--- config.mk ---
export PLATFORM = sky130hd
export DESIGN_NAME = uart_rx_frame_check_flat
export DESIGN_NICKNAME = d
export VERILOG_FILES = /design/src/rtl/uart_rx_frame_check_if.sv /design/src/rtl/uart_rx_frame_check.sv /design/src/flat_wrapper.sv
export SDC_FILE = /design/constraint.sdc
export NUM_CORES = 1
export LEC_CHECK = 0
export CAP_MARGIN = 30
export CORE_UTILIZATION = 40
export DETAILED_ROUTE_END_ITERATION = 10
export PLACE_DENSITY_LB_ADDON = 0.15
export RECOVER_POWER = 100
export SLEW_MARGIN = 20
export SYNTH_ARGS = -nofsm -noshare
export SYNTH_HDL_FRONTEND = slang
export SYNTH_SLANG_ARGS = --single-unit
export TNS_END_PERCENT = 5
--- constraint.sdc ---
create_clock -name clk -period 4.5 [get_ports clk]
set_input_delay 0.675 -clock clk [delete_from_list [all_inputs] [get_ports clk]]
set_output_delay 0.675 -clock clk [all_outputs]
set_load 0.02 [all_outputs]
--- src/rtl/uart_rx_frame_check_if.sv ---
// Bit-strobe / frame-result bundle between the RX sampler side and the frame checker.
interface uart_rx_frame_check_if #(
    parameter int DWIDTH = 8
);
    logic              bit_valid;
    logic              sampled_bit;
    logic              busy;
    logic [DWIDTH-1:0] p_data;
    logic              data_valid;
    logic              parity_error;
    logic              frame_error;

    modport master (
        output bit_valid, sampled_bit,
        input  busy, p_data, data_valid, parity_error, frame_error
    );

    modport slave (
        input  bit_valid, sampled_bit,
        output busy, p_data, data_valid, parity_error, frame_error
    );
endinterface

--- src/rtl/uart_rx_frame_check.sv ---
// UART RX frame checker: start/data/parity/stop tracking, parity and framing checks.
// Error counters are built only when UART_RX_ERR_CNT_EN is defined.
//
// state    | meaning
// ---------+-----------------------------------------------
// S_IDLE   | waiting for a 0 strobe (start bit)
// S_DATA   | shifting in DWIDTH data bits, LSB first
// S_PARITY | checking the parity bit against running parity
// S_STOP1  | first stop bit; completes unless two stops
// S_STOP2  | second stop bit; always completes
module uart_rx_frame_check #(
    parameter int DWIDTH    = 8,
    parameter int CNT_WIDTH = 8
) (
    input  logic                  clk,
    input  logic                  rst,
    uart_rx_frame_check_if.slave  rx,
    input  logic                  parity_en,
    input  logic                  parity_type,
    input  logic                  stop2,
    input  logic                  cnt_clr,
    output logic [CNT_WIDTH-1:0]  par_err_cnt,
    output logic [CNT_WIDTH-1:0]  frm_err_cnt
);

    typedef enum logic [2:0] {
        S_IDLE,
        S_DATA,
        S_PARITY,
        S_STOP1,
        S_STOP2
    } state_t;

    localparam logic [3:0] LAST_BIT = 4'(DWIDTH - 1);

    state_t            state;
    logic [DWIDTH-1:0] shreg;
    logic [3:0]        bit_cnt;
    logic              run_par;
    logic              pen_l;
    logic              ptype_l;
    logic              stop2_l;
    logic              par_fail;
    logic              frm_fail;

    logic              done;
    logic              par_err_nxt;
    logic              frm_err_nxt;

    // The final stop bit's own value must feed the frame flag on the completion cycle.
    always_comb begin
        done        = 1'b0;
        if (rx.bit_valid && (state == S_STOP2 || (state == S_STOP1 && !stop2_l)))
            done = 1'b1;
        frm_err_nxt = frm_fail | ~rx.sampled_bit;
        par_err_nxt = pen_l & par_fail;
    end

    always_ff @(posedge clk or negedge rst) begin
        if (!rst) begin
            state           <= S_IDLE;
            shreg           <= '0;
            bit_cnt         <= '0;
            run_par         <= 1'b0;
            pen_l           <= 1'b0;
            ptype_l         <= 1'b0;
            stop2_l         <= 1'b0;
            par_fail        <= 1'b0;
            frm_fail        <= 1'b0;
            rx.busy         <= 1'b0;
            rx.p_data       <= '0;
            rx.data_valid   <= 1'b0;
            rx.parity_error <= 1'b0;
            rx.frame_error  <= 1'b0;
        end else begin
            rx.data_valid <= 1'b0;
            if (rx.bit_valid) begin
                case (state)
                    S_IDLE: begin
                        if (!rx.sampled_bit) begin
                            state    <= S_DATA;
                            rx.busy  <= 1'b1;
                            pen_l    <= parity_en;
                            ptype_l  <= parity_type;
                            stop2_l  <= stop2;
                            bit_cnt  <= '0;
                            run_par  <= 1'b0;
                            par_fail <= 1'b0;
                            frm_fail <= 1'b0;
                        end
                    end
                    S_DATA: begin
                        shreg   <= {rx.sampled_bit, shreg[DWIDTH-1:1]};
                        run_par <= run_par ^ rx.sampled_bit;
                        bit_cnt <= bit_cnt + 4'd1;
                        if (bit_cnt == LAST_BIT)
                            state <= pen_l ? S_PARITY : S_STOP1;
                    end
                    S_PARITY: begin
                        if (rx.sampled_bit != (run_par ^ ptype_l))
                            par_fail <= 1'b1;
                        state <= S_STOP1;
                    end
                    S_STOP1: begin
                        if (!rx.sampled_bit)
                            frm_fail <= 1'b1;
                        if (stop2_l)
                            state <= S_STOP2;
                    end
                    S_STOP2: ;
                    default: begin
                        state   <= S_IDLE;
                        rx.busy <= 1'b0;
                    end
                endcase

                if (done) begin
                    state           <= S_IDLE;
                    rx.busy         <= 1'b0;
                    rx.data_valid   <= 1'b1;
                    rx.p_data       <= shreg;
                    rx.parity_error <= par_err_nxt;
                    rx.frame_error  <= frm_err_nxt;
                end
            end
        end
    end

`ifdef UART_RX_ERR_CNT_EN
    logic [CNT_WIDTH-1:0] par_cnt;
    logic [CNT_WIDTH-1:0] frm_cnt;

    // Clear wins over a same-cycle increment; both counters stick at all-ones.
    always_ff @(posedge clk or negedge rst) begin
        if (!rst) begin
            par_cnt <= '0;
            frm_cnt <= '0;
        end else if (cnt_clr) begin
            par_cnt <= '0;
            frm_cnt <= '0;
        end else if (done) begin
            if (par_err_nxt && par_cnt != '1)
                par_cnt <= par_cnt + CNT_WIDTH'(1);
            if (frm_err_nxt && frm_cnt != '1)
                frm_cnt <= frm_cnt + CNT_WIDTH'(1);
        end
    end

    assign par_err_cnt = par_cnt;
    assign frm_err_cnt = frm_cnt;
`else
    logic unused_cnt_clr;
    assign unused_cnt_clr = cnt_clr;
    assign par_err_cnt    = '0;
    assign frm_err_cnt    = '0;
`endif

endmodule

--- src/flat_wrapper.sv ---
// flat-port wrapper written by rule: the top's interface ports become plain ports
module uart_rx_frame_check_flat 
#(
    parameter int DWIDTH    = 8,
    parameter int CNT_WIDTH = 8
)
  (clk, rst, parity_en, parity_type, stop2, cnt_clr, par_err_cnt, frm_err_cnt, rx_bit_valid, rx_sampled_bit, rx_busy, rx_p_data, rx_data_valid, rx_parity_error, rx_frame_error);
  uart_rx_frame_check_if #(.DWIDTH(DWIDTH)) rx_i ();
  input  logic clk;
  input  logic rst;
  input  logic parity_en;
  input  logic parity_type;
  input  logic stop2;
  input  logic cnt_clr;
  output logic [CNT_WIDTH-1:0] par_err_cnt;
  output logic [CNT_WIDTH-1:0] frm_err_cnt;
  input wire logic [$bits(rx_i.bit_valid)-1:0] rx_bit_valid;
  input wire logic [$bits(rx_i.sampled_bit)-1:0] rx_sampled_bit;
  output wire logic [$bits(rx_i.busy)-1:0] rx_busy;
  output wire logic [$bits(rx_i.p_data)-1:0] rx_p_data;
  output wire logic [$bits(rx_i.data_valid)-1:0] rx_data_valid;
  output wire logic [$bits(rx_i.parity_error)-1:0] rx_parity_error;
  output wire logic [$bits(rx_i.frame_error)-1:0] rx_frame_error;
  assign rx_i.bit_valid = rx_bit_valid;
  assign rx_i.sampled_bit = rx_sampled_bit;
  assign rx_busy = rx_i.busy;
  assign rx_p_data = rx_i.p_data;
  assign rx_data_valid = rx_i.data_valid;
  assign rx_parity_error = rx_i.parity_error;
  assign rx_frame_error = rx_i.frame_error;
  uart_rx_frame_check #(.DWIDTH(DWIDTH), .CNT_WIDTH(CNT_WIDTH)) u_core (.clk(clk), .rst(rst), .rx(rx_i), .parity_en(parity_en), .parity_type(parity_type), .stop2(stop2), .cnt_clr(cnt_clr), .par_err_cnt(par_err_cnt), .frm_err_cnt(frm_err_cnt));
endmodule
==> metrics.md <==
| Metric | Value |
|---|---|
| Vias post-DR | `1059` |
| Slowest CP cell | `nor3_1` |
| Worst hold path type | `register to register` |
| Remaining global-route overflow | `0` |
| Area growth syn-to-layout | `13.2%` |
| WHS | `0.475 ns` |
| Leak Pwr | `0.915 nW` |
| Clk Tree Root Cell | `clkbuf_8` |
| Residual DRC count | `0` |
| CTS tree | `done` |
| Synth area leaders | `dfrtp_1 (52%), mux2_2 (8.5%), buf_4 (7.5%)` |
| Die area | `4250 um^2` |
| Crit path DAT | `3.09 ns` |
| Hold Vio Cnt, Final | `0` |
| FF/Latch Area | `826 um^2` |
| Crit Path Max Fanout | `12` |
| Period utilization | `0.650` |
| EDFF count, synth | `0` |
| Clk pin slew, worst setup/hold paths | `0.07 ns` |
| Pre-antenna DRT Iters | `4` |
| RSZ-0062 raised after global routing | `false` |
| Worst Clk Skew | `0.00419 ns` |
| WP data required | `4.66 ns` |
| Most common cell after layout, fill and taps aside | `dfrtp_1` |
| # IOs | `36` |
| Final nets | `179` |
| Fillcell total | `367` |
| Antenna violations before repair | `0` |
| Initial Util | `0.426` |
| Vias/cell | `4.84` |
| CTS H-Tree Depth | `2` |
| Synth cell types | `36` |
| Die Height | `65.2 um` |
| Total GRT Usage | `0.147` |
| Layout cell share with drive strength beyond 1 | `0.129` |
| Sequential fraction of the synthesis area | `0.517` |
| Vias in the first global route | `1032` |
| Min cycle time layout | `2.93 ns` |
| Area share of the largest cell type after synthesis | `0.517` |
| Post-DR wirelength/cell | `12.3 um` |
| Util after Layout | `0.483` |
| N_diodes | `0` |
| Post-DP HPWL | `1810 um` |
| GPL Wtd Cong | `0.719` |
| Critical path cell sequence | `dlygate4sd3_1 -> or3b_1 -> nor3_1 -> mux2_2` |
| DR iter-0 viols | `39` |
| Final setup fails | `0` |
| Power Dens Cells | `546 nW/um^2` |
| Port bufs | `18` |
| Post-CTS Setup Inserts | `0` |
| Status | `finished with violations` |
| Multi-input combinational cell area | `626 um^2` |
| Synthesized instance count | `151` |
| Synth Register Bits | `33` |
| Critical path class | `input port to register` |
| Peak VDD IR | `281 uV` |
| Final wirelength | `2690 um` |
| Row count | `22` |
| Dominant synthesized flop cell | `dfrtp_1` |
| Mapped cell area | `1600 um^2` |
| Async set-reset flop share out of synthesis | `1.00` |
| Final ANT Viol Nets | `0` |
| Fmax | `342 MHz` |
| Violated checks | `max-capacitance violations, max-slew violations` |
| Crit-path max cell delay | `0.82 ns` |
| Yosys warns | `0` |
| Post_cts resized | `0` |
| Clk buf depth | `2` |
| Core Footprint | `3740 um^2` |
| Yosys top cell by area | `dfrtp_1` |
| Final Max Tran Viols | `34` |
| First-pass GRT wire length | `4590 um` |
| Measured slew at the worst slew-check pin | `1.75 ns` |
| Die Width | `65.2 um` |
| Setup_tns | `0 ns` |
| Hold buffers post-CTS | `0` |
| Largest net degree at the start of global routing | `34` |
| Mean Syn Cell Area | `10.6 um^2` |
| Max_slew headroom | `-0.168` |
| Critical Path Sink Type | `register` |
| Commonest cells after routing, fill and taps aside | `dfrtp_1 (33), nand2_1 (29), conb_1 (16), dlygate4sd3_1 (14), mux2_2 (12)` |
| CTS Sinks | `33` |
| Max Cap Viol | `1` |
| Worst skew pair latency | `0.28 ns` |
| TritonCTS buffer count | `5` |
| Setup crit start kind | `input port` |
[stage by stage]
stage | power, mW | setup slack [ns] | instance area [um^2] | instances
global placement | 0.790 | 1.83 | 1750 | 211
finish | 0.988 | 1.57 | 1810 | 219
floorplan | 0.697 | 2.72 | 1650 | 166
detailed placement | 0.805 | 1.76 | 1750 | 211
CTS | 1.02 | 2.05 | 1830 | 219
global route | 1.06 | 1.41 | 1810 | 219
[worst paths after layout]
path / from / cells past startpoint / slack [ns] / end
max in group asynchronous: rst / 2 / 2.10 / u_core.shreg[5]
min in group asynchronous: rst / 2 / 1.40 / u_core.frm_fail
worst min-delay path: u_core.shreg[0] / 2 / 0.48 / u_core.shreg[0]
worst min register to register: u_core.shreg[0] / 2 / 0.48 / u_core.shreg[0]
worst max-delay path: rx_bit_valid / 4 / 1.57 / u_core.ptype_l
worst max register to register: u_core.state[0] / 3 / 2.22 / u_core.ptype_l
[state kept, by name, summed over array words and instances, names as in the netlist]
name                    cells
u_core.shreg                8
u_core.ptype_l              1
u_core.state                3
u_core.rx.parity_error      1
u_core.pen_l                1
u_core.rx.p_data            8
u_core.rx.frame_error       1
u_core.rx.data_valid        1
u_core.bit_cnt              4
u_core.frm_fail             1
u_core.rx.busy              1
u_core.stop2_l              1
u_core.run_par              1
u_core.par_fail             1
[per-layer routing]
metal / vias to the layer above / GRT usage / wire (um)
met3: 6 / 0.0365 / 105
met4: 0 / 0.0815 / 61
met1: 513 / 0.177 / 1250
li1: 517 / - / -
met5: - / 0 / 0
met2: 23 / 0.241 / 1280
[synth_stat cells (2+ instances only)]
cell type / n
a21oi_1: 4
buf_2: 3
buf_4: 16
buf_6: 2
clkbuf_1: 2
dfrtp_1: 33
inv_1: 5
mux2_2: 12
mux2i_1: 2
nand2_1: 29
nor2_1: 5
nor3_1: 2
nor4bb_1: 2
o21ai_0: 11
or3_1: 2
[power breakdown]
part           internal [mW]  switching (mW)  leakage [nW]
sequential             0.398          0.0780         0.422
clock                  0.107           0.104        0.0450
combinational          0.149           0.151         0.448
[area by class of cell]
type,instances,area share
sequential,33,0.457
multi-input combinational,104,0.346
timing repair buffer,21,0.108
clock buffer,6,0.0401
inverter,5,0.0104
tap,48,0.0332
clock inverter,2,0.00554
[logic make-up (layout without fill, tap and decap cells)]
family	after synthesis	in the layout	synth area share
multiplexers	14	14	0.0972
flip-flops	33	33	0.517
XOR/XNOR	1	1	0.0149
buffers and inverters	29	34	0.118
AND/OR/NAND/NOR	52	52	0.172
AO/OA/AOI/OAI	20	20	0.0713
adder cells (fa/ha/maj)	1	1	0.00784
other	1	16	0.00235
[critical path, delay by kind of cell]
family        cells  cell delay [ns]
buf+inv           1             0.74
mux               1             0.42
simple gates      2             1.25
(Power assumes the default switching activity.)
